--- src/rtl/tilt_move_gen.sv ---
// tilt_move_gen: turns signed accelerometer X/Y samples into a one-hot ball
// direction and a step-rate tick for the ball stage.
//
// Ports:
//   clk           system clock
//   reset         synchronous, active-high reset
//   accel_x/y     signed 12-bit tilt samples, valid when sample_valid is high
//   sample_valid  one-cycle sample strobe (may be asserted back to back)
//   hold          freezes the step counter and suppresses step_tick
//   movement      one-hot direction: UP=0001 DOWN=0010 LEFT=0100 RIGHT=1000
//   fast          current decision uses FAST_PERIOD
//   step_tick     one-cycle pulse per ball step
//   avg_x/y       last averaged sample pair
module tilt_move_gen #(
    parameter int unsigned AVG_LOG2    = 3,
    parameter int unsigned DEADZONE    = 100,
    parameter int unsigned FAST_THRESH = 400,
    parameter int unsigned SLOW_PERIOD = 1666666,
    parameter int unsigned FAST_PERIOD = 416666,
    parameter int unsigned CNTR_WIDTH  = 32
) (
    input  logic        clk,
    input  logic        reset,
    input  logic [11:0] accel_x,
    input  logic [11:0] accel_y,
    input  logic        sample_valid,
    input  logic        hold,
    output logic [3:0]  movement,
    output logic        fast,
    output logic        step_tick,
    output logic [11:0] avg_x,
    output logic [11:0] avg_y
);

    localparam int unsigned SAMP_W = 12;
    localparam int unsigned ACC_W  = SAMP_W + AVG_LOG2;
    // Keep the sample counter at least one bit wide when no averaging is used
    localparam int unsigned CNT_W  = (AVG_LOG2 == 0) ? 1 : AVG_LOG2;
    localparam logic [CNT_W-1:0] LAST_SAMP = CNT_W'((1 << AVG_LOG2) - 1);

    localparam logic [3:0] DIR_NONE  = 4'b0000;
    localparam logic [3:0] DIR_UP    = 4'b0001;
    localparam logic [3:0] DIR_DOWN  = 4'b0010;
    localparam logic [3:0] DIR_LEFT  = 4'b0100;
    localparam logic [3:0] DIR_RIGHT = 4'b1000;

    localparam logic [CNTR_WIDTH-1:0] FAST_M1 = CNTR_WIDTH'(FAST_PERIOD - 1);
    localparam logic [CNTR_WIDTH-1:0] SLOW_M1 = CNTR_WIDTH'(SLOW_PERIOD - 1);

    // Registered state
    logic signed [ACC_W-1:0]  acc_x_q, acc_y_q;
    logic [CNT_W-1:0]         samp_cnt_q;
    logic                     avg_valid_q;
    logic [CNTR_WIDTH-1:0]    pcnt_q;

    // Next-state values
    logic signed [ACC_W-1:0]  acc_x_d, acc_y_d;
    logic signed [ACC_W-1:0]  sum_x, sum_y;
    logic [CNT_W-1:0]         samp_cnt_d;
    logic                     win_done;
    logic [11:0]              avg_x_d, avg_y_d;
    logic [3:0]               movement_d;
    logic                     fast_d;
    logic                     tick_d;
    logic [CNTR_WIDTH-1:0]    pcnt_d;

    // Decision terms
    logic [11:0]              abs_x, abs_y, mag;
    logic                     x_wins, in_dead, dir_change;
    logic [3:0]               dir_dec;
    logic                     fast_dec;
    logic [CNTR_WIDTH-1:0]    period_m1;

    // State register
    always_ff @(posedge clk) begin
        if (reset) begin
            acc_x_q     <= '0;
            acc_y_q     <= '0;
            samp_cnt_q  <= '0;
            avg_valid_q <= 1'b0;
            avg_x       <= '0;
            avg_y       <= '0;
            movement    <= DIR_NONE;
            fast        <= 1'b0;
            pcnt_q      <= '0;
            step_tick   <= 1'b0;
        end else begin
            acc_x_q     <= acc_x_d;
            acc_y_q     <= acc_y_d;
            samp_cnt_q  <= samp_cnt_d;
            avg_valid_q <= win_done;
            avg_x       <= avg_x_d;
            avg_y       <= avg_y_d;
            movement    <= movement_d;
            fast        <= fast_d;
            pcnt_q      <= pcnt_d;
            step_tick   <= tick_d;
        end
    end

    // Accumulate samples; the window's last sample clears the sums and loads the average
    always_comb begin
        sum_x      = acc_x_q + ACC_W'(signed'(accel_x));
        sum_y      = acc_y_q + ACC_W'(signed'(accel_y));
        win_done   = sample_valid && (samp_cnt_q == LAST_SAMP);
        acc_x_d    = acc_x_q;
        acc_y_d    = acc_y_q;
        samp_cnt_d = samp_cnt_q;
        avg_x_d    = avg_x;
        avg_y_d    = avg_y;
        if (sample_valid) begin
            if (win_done) begin
                acc_x_d    = '0;
                acc_y_d    = '0;
                samp_cnt_d = '0;
                avg_x_d    = 12'(sum_x >>> AVG_LOG2);
                avg_y_d    = 12'(sum_y >>> AVG_LOG2);
            end else begin
                acc_x_d    = sum_x;
                acc_y_d    = sum_y;
                samp_cnt_d = samp_cnt_q + CNT_W'(1);
            end
        end
    end

    // Direction decision from the registered average; 12-bit unsigned magnitude
    // keeps -2048 as 2048
    always_comb begin
        abs_x    = avg_x[11] ? 12'(~avg_x + 12'd1) : avg_x;
        abs_y    = avg_y[11] ? 12'(~avg_y + 12'd1) : avg_y;
        x_wins   = (abs_x >= abs_y);
        mag      = x_wins ? abs_x : abs_y;
        in_dead  = (32'(mag) < DEADZONE);
        dir_dec  = DIR_NONE;
        if (!in_dead) begin
            if (x_wins) begin
                if (avg_x[11])          dir_dec = DIR_LEFT;
                else if (avg_x != 12'd0) dir_dec = DIR_RIGHT;
            end else begin
                if (avg_y[11])          dir_dec = DIR_UP;
                else if (avg_y != 12'd0) dir_dec = DIR_DOWN;
            end
        end
        fast_dec   = !in_dead && (32'(mag) >= FAST_THRESH);
        movement_d = avg_valid_q ? dir_dec  : movement;
        fast_d     = avg_valid_q ? fast_dec : fast;
        dir_change = avg_valid_q && (dir_dec != movement);
    end

    // Step-rate counter; >= compare lets a speed-up past the new period tick at once
    always_comb begin
        period_m1 = fast ? FAST_M1 : SLOW_M1;
        pcnt_d    = pcnt_q;
        tick_d    = 1'b0;
        if (dir_change || (movement == DIR_NONE)) begin
            pcnt_d = '0;
        end else if (!hold) begin
            if (pcnt_q >= period_m1) begin
                tick_d = 1'b1;
                pcnt_d = '0;
            end else begin
                pcnt_d = pcnt_q + CNTR_WIDTH'(1);
            end
        end
    end

endmodule

--- config.mk ---
export PLATFORM = sky130hd
export DESIGN_NAME = tilt_move_gen
export DESIGN_NICKNAME = d
export VERILOG_FILES = /design/src/rtl/tilt_move_gen.sv
export SDC_FILE = /design/constraint.sdc
export NUM_CORES = 1
export LEC_CHECK = 0
export ABC_AREA = 1
export BUFFER_PORTS_ARGS = -buffer_cell sky130_fd_sc_hd__buf_2
export CORE_ASPECT_RATIO = 1.25
export CORE_MARGIN = 3
export CORE_UTILIZATION = 55
export CTS_CLUSTER_SIZE = 12
export DETAILED_ROUTE_END_ITERATION = 7
export MAX_ROUTING_LAYER = met4
export PLACE_DENSITY = 0.74
export SLEW_MARGIN = 10
export SYNTH_ARGS = -nofsm -noshare
export SYNTH_HDL_FRONTEND = slang
export SYNTH_SLANG_ARGS = --single-unit
--- constraint.sdc ---
create_clock -name clk -period 3.5 [get_ports clk]
set_input_delay 0.35 -clock clk [delete_from_list [all_inputs] [get_ports clk]]
set_output_delay 0.35 -clock clk [all_outputs]
set_load 0.005 [all_outputs]
==> summary.txt <==
Run status
  – Outcome: complete, no violations

Setup path
  – Number of cells on the critical path: 27
  – CP Launch Type: register
  – Critical path class: reg -> reg
  – Delay-heaviest family, CP: simple AND/OR/NAND/NOR gates
  – WP data arrival: 3620 ps
  – Worst Setup End Kind: register
  – Data required, critical path: 3790 ps
  – CP Max Fanout: 8
  – R2R cell count: 27
  – Buf+Inv Stages, Crit Path: 4
  – Crit-path slowest cell: dfxtp_1
  – CP peak stage delay: 340 ps
  – CP dominant cell by count: nand2_1

CTS
  – Clock sink total: 96
  – Number of CTS-inserted buffers: 9
  – Htree depth: 3
  – Clk slew on worst S/H paths: 70 ps
  – Clk_lat worst skew: 350 ps
  – CTS tree: built
  – Hold bufs inserted after CTS: 0
  – CTS root buf: clkbuf_16
  – Clock Path Buffers: 2

STA
  – Setup ws final: 169 ps
  – Setup TNS: 0 ps
  – Worst Tran Pin Value: 641 ps
  – Hold Fails Final Rpt: 0
  – Worst Skew: 6.73 ps
  – FMAX: 300 MHz
  – Final period util: 95.2%
  – Max_slew headroom: 57.3%
  – Period minus WS final: 3330 ps
  – Max Slew Vio Count: 0
  – Final setup viols: 0
  – Min Hold Slack: 239 ps

Die
  – Die area: 13600 um2
  – Cell Rows: 44
  – Initial Util: 56.9%
  – Ports: 58
  – Die Y: 129 um
  – Die W: 105 um
  – Core Region: 11800 um2

Layout
  – Most frequent cells in the layout: 223 x nand2_1, 113 x inv_1, 99 x a21oi_1, 89 x dfxtp_1, 59 x nand3_1
  – Nets@finish: 1123
  – Final instance area: 7880 um2
  – Layout area overhead: 17.7%
  – Util after Layout: 66.9%
  – Fraction of layout cells with a size suffix above 1: 21.4%
  – Commonest non-fill, non-tap cell in the layout: nand2_1
  – N_diodes: 0
  – FILL cells: 1059
  – Final Non-Filler Cells: 1199

Power and ir drop
  – Power density over the cells: 340 nW/um2
  – Leakage power: 3.81 nW
  – Max IR drop VDD: 265 uV
  – Design Power: 2.68 mW

Logic synthesis
  – Seq cells post-synth: 96
  – Syn avg cell area: 7.00 um2
  – Main synth FF type: dfxtp_1
  – Asr flop ratio synth: 0%
  – Syn nets: 1047
  – Mapped cell area: 6700 um2
  – Sequential area share after synthesis: 28.7%
  – Post-synth EDFFs: 0
  – Synthesized instance count: 957
  – Synth unique cells: 40
  – Ys Warns: 0

Flow run
  – Max-cap violations: 0

Hold path
  – Worst Hold Class: in -> reg
  – Hold Path Depth: 2

Drt
  – Routed len/inst: 13.2 um
  – DRC viols: 0
  – Initial drt markers: 307
  – Via count: 6228
  – Vias per cell: 5.19
  – Detailed Routing Iterations Pass 1: 6
  – Post-Route WL: 15900 um
  – Post-route ant nets: 0

Placed design
  – I/O Buffers: 57
  – Placer Congestion: 0.881
  – DP Wirelength: 11500 um
  – Placed cell count: 1167
  – DP Worst Slack: -6.18 ps
  – Area of placed instances: 7210 um2

GRT
  – Vias in the first global route: 5741
  – GR Overflow Total: 0
  – First-pass GRT wire length: 25500 um
  – Total GRT Usage: 23.3%
  – Initial antenna violation count: 0
  – Largest net degree at the start of global routing: 54
[layer usage]
layer | track usage [%] | wire, um
met2 | 42.7 | 8280
met4 | 6.49 | 326
met1 | 26.5 | 6790
met5 | - | 0
met3 | 3.64 | 485
[final timing paths]
path	startpoint	to	slack (ps)
setup / recovery	avg_x[5]	pcnt_q[15]	170
hold / removal	sample_valid	samp_cnt_q[0]	240
setup reg to reg	avg_x[5]	pcnt_q[15]	170
hold reg to reg	acc_x_q[6]	acc_x_q[6]	470
[cells by family (layout without fill, tap and decap cells)]
group	count (synthesis)	after routing	share of synthesized area (%)
xor+xnor	35	35	4.58
buf+inv	155	234	9.65
compound gates	164	164	13.1
flops	96	96	28.7
simple gates	445	447	32.2
fa+ha+maj	62	62	11.8
[flip-flops by register name, summed over array words and instances, names as in the netlist]
| register | count |
|---|---|
| pcnt_q | 32 |
| acc_x_q | 15 |
| acc_y_q | 15 |
| avg_x | 12 |
| avg_y | 12 |
| movement | 4 |
| samp_cnt_q | 3 |
| avg_valid_q | 1 |
| fast | 1 |
| step_tick | 1 |
[cell usage after synthesis, types with 2 or more instances]
cell type  number  area [um2]
a21o_1          2        15.0
a21oi_1        99         495
a31oi_1         3        18.8
and2_1          2        12.5
buf_12          3        60.1
buf_2           4        20.0
clkbuf_1       20        75.1
dfxtp_1        96        1920
fa_1            2        40.0
ha_1           60         751
inv_1         124         465
inv_2           3        11.3
nand2_1       234         878
nand2_2        11        68.8
nand2_4         3        33.8
nand3_1        67         335
nand3b_1        5        37.5
nand4_1         9        56.3
nor2_1         57         214
nor2_2          2        12.5
nor2_4         32         360
nor3_1         10        50.1
nor4_1          3        18.8
o211ai_1        6        45.0
o21ai_0        45         225
o31ai_1         2        15.0
or2_2           7        43.8
xnor2_1         5        43.8
xor2_1         30         263
[repair_timing]
item,in CTS,in global routing
setup endpoints to repair,22,33
hold endpoints to repair,0,0
buffers inserted,0,11
resized for setup,1,58
pin swaps,0,21
cloned,0,5
[final cells by class]
cell class / instances / area (um2) / area share, %
Clock buffer: 9 / 225 / 2.86
Clock inverter: 7 / 78.8 / 1.00
Inverter: 127 / 479 / 6.08
Multi-Input combinational cell: 708 / 4320 / 54.8
Sequential cell: 96 / 1930 / 24.5
Tap cell: 161 / 201 / 2.56
Timing Repair Buffer: 91 / 647 / 8.21
[worst register-to-register path, cell delays in order, from the launching register on]
cell	delay [ps]
dfxtp_1	340
inv_1	120
nand2_1	80
nor2_2	160
nand2_1	90
nand2_1	70
nand2_1	50
nand2_1	150
ha_4	230
a21oi_1	180
nand2_2	100
a21oi_4	180
buf_12	140
nand2_8	70
nor2_1	110
nand2_1	70
nand2_1	130
nand3_4	140
nand2_2	90
nand2_1	50
nand2_1	50
nand2_1	50
inv_1	60
nand2_2	60
nand2_4	100
nand2_8	100
clkbuf_16	210
nor2_4	80
[power by group]
group / switching [mW] / internal (mW)
combinational: 0.307 / 0.190
sequential: 0.0275 / 1.14
clock: 0.455 / 0.562
total: 0.790 / 1.89
Power figures use the tool's default switching activity.
